File: src/rtl/i4001_bus_responder.sv
// rtl/i4001_bus_responder.sv - i4001-style program ROM and 4-bit I/O port on the 4004 fetch bus
// Tracks the 8-phase machine cycle from SYNC, serves opcode nibbles in M1/M2 and handles SRC/WRR/RDR.
module i4001_bus_responder #(
  parameter logic [3:0] CHIP_ID  = 4'h0,
  parameter logic [3:0] IO_RESET = 4'h0
) (
  input  logic       CLK,
  input  logic       RESET,
  input  logic       SYNC,
  input  logic       CM_ROM,
  input  logic [3:0] D_IN,
  output logic [3:0] D_OUT,
  output logic       D_OE,
  input  logic       PROG_WE,
  input  logic [7:0] PROG_ADDR,
  input  logic [7:0] PROG_DATA,
  input  logic [3:0] IO_IN,
  output logic [3:0] IO_OUT,
  output logic [2:0] PHASE,
  output logic       SELECTED
);

  typedef enum logic [2:0] {
    PH_A1 = 3'd0, PH_A2 = 3'd1, PH_A3 = 3'd2, PH_M1 = 3'd3,
    PH_M2 = 3'd4, PH_X1 = 3'd5, PH_X2 = 3'd6, PH_X3 = 3'd7
  } phase_t;

  localparam logic [3:0] OP_NONE = 4'h0;
  localparam logic [3:0] OP_WRR  = 4'h2;
  localparam logic [3:0] OP_RDR  = 4'hA;

  phase_t     phase;
  logic [7:0] addr;
  logic       chip_hit;
  logic [3:0] io_op;
  logic [3:0] opa_hold;
  logic [7:0] mem [256];
  logic [7:0] rom_byte;

  assign PHASE    = phase;
  assign rom_byte = mem[addr];

  // Program store has no reset so its contents survive a CPU reset.
  always_ff @(posedge CLK) begin
    if (PROG_WE) mem[PROG_ADDR] <= PROG_DATA;
  end

  always_ff @(posedge CLK or posedge RESET) begin
    if (RESET) begin
      phase    <= PH_X3;
      addr     <= 8'h00;
      chip_hit <= 1'b0;
      SELECTED <= 1'b0;
      io_op    <= OP_NONE;
      opa_hold <= 4'h0;
      D_OE     <= 1'b0;
      D_OUT    <= 4'h0;
      IO_OUT   <= IO_RESET;
    end else if (SYNC && phase != PH_X3) begin
      phase <= PH_A1;
      D_OE  <= 1'b0;
      io_op <= OP_NONE;
    end else begin
      phase <= SYNC ? PH_A1 : phase_t'(phase + 3'd1);
      case (phase)
        PH_A1: addr[3:0] <= D_IN;
        PH_A2: addr[7:4] <= D_IN;
        PH_A3: begin
          chip_hit <= (D_IN == CHIP_ID);
          // Whole byte is captured here so a later program write cannot tear the fetch.
          opa_hold <= rom_byte[3:0];
          if (D_IN == CHIP_ID) begin
            D_OE  <= 1'b1;
            D_OUT <= rom_byte[7:4];
          end
        end
        PH_M1: begin
          if (chip_hit) D_OUT <= opa_hold;
        end
        PH_M2: begin
          D_OE <= 1'b0;
          if (CM_ROM && SELECTED) io_op <= D_IN;
        end
        PH_X1: begin
          if (io_op == OP_RDR) begin
            D_OE  <= 1'b1;
            D_OUT <= IO_IN;
          end
        end
        PH_X2: begin
          D_OE <= 1'b0;
          if (io_op == OP_WRR) IO_OUT <= D_IN;
          if (CM_ROM) SELECTED <= (D_IN == CHIP_ID);
        end
        PH_X3: io_op <= OP_NONE;
      endcase
    end
  end

endmodule

File: config.mk
export PLATFORM = sky130hd
export DESIGN_NAME = i4001_bus_responder
export DESIGN_NICKNAME = d
export VERILOG_FILES = /design/src/rtl/i4001_bus_responder.sv
export SDC_FILE = /design/constraint.sdc
export NUM_CORES = 2
export LEC_CHECK = 0
export CAP_MARGIN = 25
export CORE_MARGIN = 10
export CORE_UTILIZATION = 45
export CTS_CLUSTER_SIZE = 30
export DETAILED_ROUTE_END_ITERATION = 10
export GPL_TIMING_DRIVEN = 0
export PLACE_DENSITY_LB_ADDON = 0.3
export RECOVER_POWER = 100
export REMOVE_ABC_BUFFERS = 1
export SLEW_MARGIN = 25
export SYNTH_ARGS = -nofsm -noshare
export SYNTH_HDL_FRONTEND = slang
export SYNTH_SLANG_ARGS = --single-unit
File: constraint.sdc
create_clock -name CLK -period 2.7 [get_ports CLK]
set_input_delay 0.405 -clock CLK [delete_from_list [all_inputs] [get_ports CLK]]
set_output_delay 0.405 -clock CLK [all_outputs]
set_load 0.05 [all_outputs]
==> flow_metrics.tcl <==
set metrics [dict create \
    synth-seq-cells 2078 \
    routed_wl_microns 208200 \
    synth.avg_cell_area_sq_um 22.18 \
    path_class "flop to flop" \
    max-slew-margin-rel_pct -68.21 \
    tightest_slew_ns 2.523 \
    met1_usage_pct 28.74 \
    die_w_microns 444.5 \
    post-route-period-util_pct 123.3 \
    syn-instance-count 3655 \
    gr-usage-met3_pct 5.097 \
    overflow 0 \
    synth_adder_area_share_pct 0.09259 \
    finalHoldViolations 0 \
    start_util_pct 45.34 \
    yosys_warnings 0 \
    clkSinkCount 2078 \
    cts.clk_slew.worst_paths_ns 0.06 \
    grt_pass1_vias 39306 \
    num-nets-final 3923 \
    setup_violations 1127 \
    violations "max-capacitance violations, max-slew violations, negative setup slack" \
    muxShareOfSynthArea_pct 17.77 \
    clk_latency_ns 0.84 \
    fill_cells 13536 \
    antenna_found_initial 13 \
    h-tree-depth 4 \
    synth_simple_gate_area_share_pct 2.722 \
    dr.first_iter.drc_count 4797 \
    areaGrowthSynthToFinish_pct 16.39 \
    row_count 155 \
    powerDensity_nw_per_um2 838.3 \
    viasPerCell 6.102 \
    fin_crit_ns 3.330 \
    vias 39102 \
    grt_use_met2_pct 32.28 \
    crit_arrival_ns 4.02 \
    synth_edf_count 2048 \
    tritoncts "built" \
    hold_class "input port to flop" \
    cts_root_buf "clkbuf_16" \
    holdPathStages 2 \
    drv_slew 291 \
    hpwlAfterDp_microns 125900 \
    firstDrtPassIters 6 \
    skew_ns 0.05234 \
    startpoint_type "flop" \
    power_leakage_uw 0.02906 \
    placement.io_buffers 41 \
    cts_buffer_depth 3 \
    synth_top_flop_cell "edfxtp_1" \
    place_inst 5919 \
    fmax_mhz 300.3 \
    ant_nets 0 \
    synth_xor_area_share_pct 0 \
    rsz0062_at_grt "yes" \
    hp-start "SYNC" \
    crit_path_end_kind "flop" \
    fin_tns_setup_ns -123.06 \
    rr_endpoint "opa_hold[1]$_DFFE_PP0P_" \
    wl_per_cell_microns 32.49 \
    cp_data_required_time_ns 3.39 \
    coreArea_sq_um 178800 \
    r2r-start "addr[0]$_DFFE_PP0P_" \
    gp_congestion 0.8519 \
    postLayoutCellArea_sq_um 94370 \
    top_usage_layer "met2" \
    path_max_fanout 11 \
    synth_top_family_by_area "multiplexers" \
    min_to "PHASE[0]$_DFF_PP1_" \
    cts-buffers-inserted 202 \
    outcome "complete, but fails checks" \
    synth_compound_gate_area_share_pct 1.170 \
    ioPinCount 42 \
    async_flop_share_pct 1.444 \
    ff2ff_path_depth 10 \
    die_area_sq_um 197500 \
    finalNonFillerCells 6408 \
    vdd_ir_drop_max_mv 0.5909 \
    fin_hold_ws_ns 0.2594 \
    ys_seq_area_share_pct 76.78 \
    grt_pass1_wl_microns 297300 \
    syn_area_sq_um 81080 \
    grt_max_degree 129 \
    synth_cell_types 54 \
    reg2reg_setup_slack_ns -0.63 \
    fin_ws_ns -0.6298 \
    final_layout_size_suffix_gt1_share_pct 34.58 \
    cap_violations 5 \
    die_y_microns 444.5 \
    grt_usage_pct 20.82 \
    postPlaceCellArea_sq_um 85390 \
    pre_cts_slack_ns -1.766 \
    drcViolationCount 0 \
]
report_power, final:
group	internal, uW	switching [uW]	total (uW)
combinational	7280	8320	15600
sequential	35600	417	36000
clock	15500	11900	27500
total	58400	20700	79100
worst max-delay path by stage:
stage / startpoint / endpoint / slack, ns
finish: addr[0]$_DFFE_PP0P_ / opa_hold[1]$_DFFE_PP0P_ / -0.63
global route: addr[0]$_DFFE_PP0P_ / opa_hold[2]$_DFFE_PP0P_ / -0.65
CTS: addr[0]$_DFFE_PP0P_ / opa_hold[2]$_DFFE_PP0P_ / -0.56
detailed placement: addr[2]$_DFFE_PP0P_ / D_OUT[0]$_DFFE_PP0P_ / -1.77
global placement: addr[0]$_DFFE_PP0P_ / D_OUT[2]$_DFFE_PP0P_ / -31.03
floorplan: addr[0]$_DFFE_PP0P_ / opa_hold[2]$_DFFE_PP0P_ / -19.00
registers in the layout, summed over array words and instances, names as in the netlist, 3 cells and up:
name      count
D_OUT         4
IO_OUT        4
PHASE         3
addr          8
io_op         4
mem        2048
opa_hold      4
placed cells by master, fill, tap and decap left out, drive strengths merged, types with 5 or more instances in the layout:
master | synthesis | layout
edfxtp | 2048 | 2048
mux4 | 592 | 592
nor2 | 293 | 293
clkbuf | 94 | 284
buf | 123 | 158
clkinv | 2 | 83
nand2 | 73 | 73
mux2i | 70 | 70
nand3 | 44 | 44
nor2b | 40 | 40
mux2 | 33 | 33
dfrtp | 27 | 27
dlygate4sd3 | 0 | 25
o21ai | 24 | 24
a21oi | 23 | 23
bufbuf | 0 | 21
inv | 12 | 21
nor3 | 19 | 19
bufinv | 0 | 16
nand4 | 15 | 15
a211oi | 14 | 14
o211ai | 11 | 11
clkdlybuf4s50 | 0 | 11
a2111oi | 11 | 11
nor4 | 9 | 9
a22oi | 7 | 7
ha | 6 | 6
o2111ai | 6 | 6
a31oi | 5 | 5
o22ai | 5 | 5
a32oi | 5 | 5
stage by stage:
stage,total power (uW),utilization [%]
CTS,79140,52.76
detailed placement,49910,47.75
global placement,45450,46.59
global route,81300,52.77
floorplan,43870,-
finish,79100,52.77
cells by family after synthesis:
| logic type | Yosys count |
|---|---|
| flops | 2078 |
| fa+ha+maj | 6 |
| simple gates | 511 |
| buf+inv | 231 |
| compound gates | 134 |
| mux | 695 |
cell type report:
type,count,area (sq um),area share [%]
inverters,14,55.05,0.05834
well taps,2355,2947,3.123
flip-flops and latches,2078,62280,66.00
clock buffers,257,5365,5.685
clock inverters,108,1012,1.073
multi-input cells,1346,18740,19.85
diodes,4,10.01,0.01061
repair buffers,246,3963,4.199
layer usage:
layer	vias up	share of wire, %
li1	15896	-
met1	21014	40
met2	1786	47
met3	402	9.0
met4	4	3.9
met5	-	0.012
synthesized netlist by cell type (2+ instances only):
cell type  instances  area, sq um
a211oi_1          14        105.1
and2_1             4        25.02
nand4_1           15        93.84
a211o_1            3        26.28
buf_6             17        191.4
o2111ai_1          6        52.55
a2111oi_0         10        87.58
and3_1             2        12.51
nor2_1           293         1100
dfstp_2            3        78.83
edfxtp_1        2048        61500
or3_1              4        25.02
nor4_1             9        56.30
nand3_1           44        220.2
ha_1               6        75.07
o22ai_1            5        31.28
o2bb2ai_1          2        17.52
a221oi_1           2        17.52
clkinv_1           2        7.510
inv_1             12        45.04
mux2i_1           70        700.7
a221o_1            2        20.02
a32o_1             2        20.02
a32oi_1            5        43.79
buf_2             55        275.3
a21oi_1           23        115.1
dfrtp_1           27        675.7
clkbuf_1          94        352.8
buf_4             30        225.2
a31oi_1            5        31.28
a22oi_1            7        52.55
a22o_1             4        35.03
nor3b_1            2        15.01
buf_1             20        75.07
o21a_1             2        15.01
nor3_1            19        95.09
o21ai_1            4        20.02
o21ai_0           20        100.1
mux4_2           592        13330
o211ai_1          11        82.58
nand2b_1           4        25.02
nand2_1           73        274.0
mux2_2            33        371.6
nor2b_1           40        250.2
repair_timing:
item                                    in CTS  in global routing
hold buffers                                 8                  0
gates cloned                                30                  2
resized for setup                          277                104
endpoints found under the setup margin    1761                862
setup buffers                               65                 14
hold endpoints to repair                   215                  0
pin swaps                                   15                 19
worst max-delay path: stages (launching register included):
cell and delay (ns):
dfrtp_4 0.49, buf_6 0.19, buf_16 0.14, buf_16 0.15, mux4_2 0.52, mux4_2 0.53, nor2b_1 0.19, a2111oi_4 0.38
a21oi_2 0.16, o211ai_1 0.28, nand3_1 0.12
Note: power is estimated with default switching activity, not from simulation.
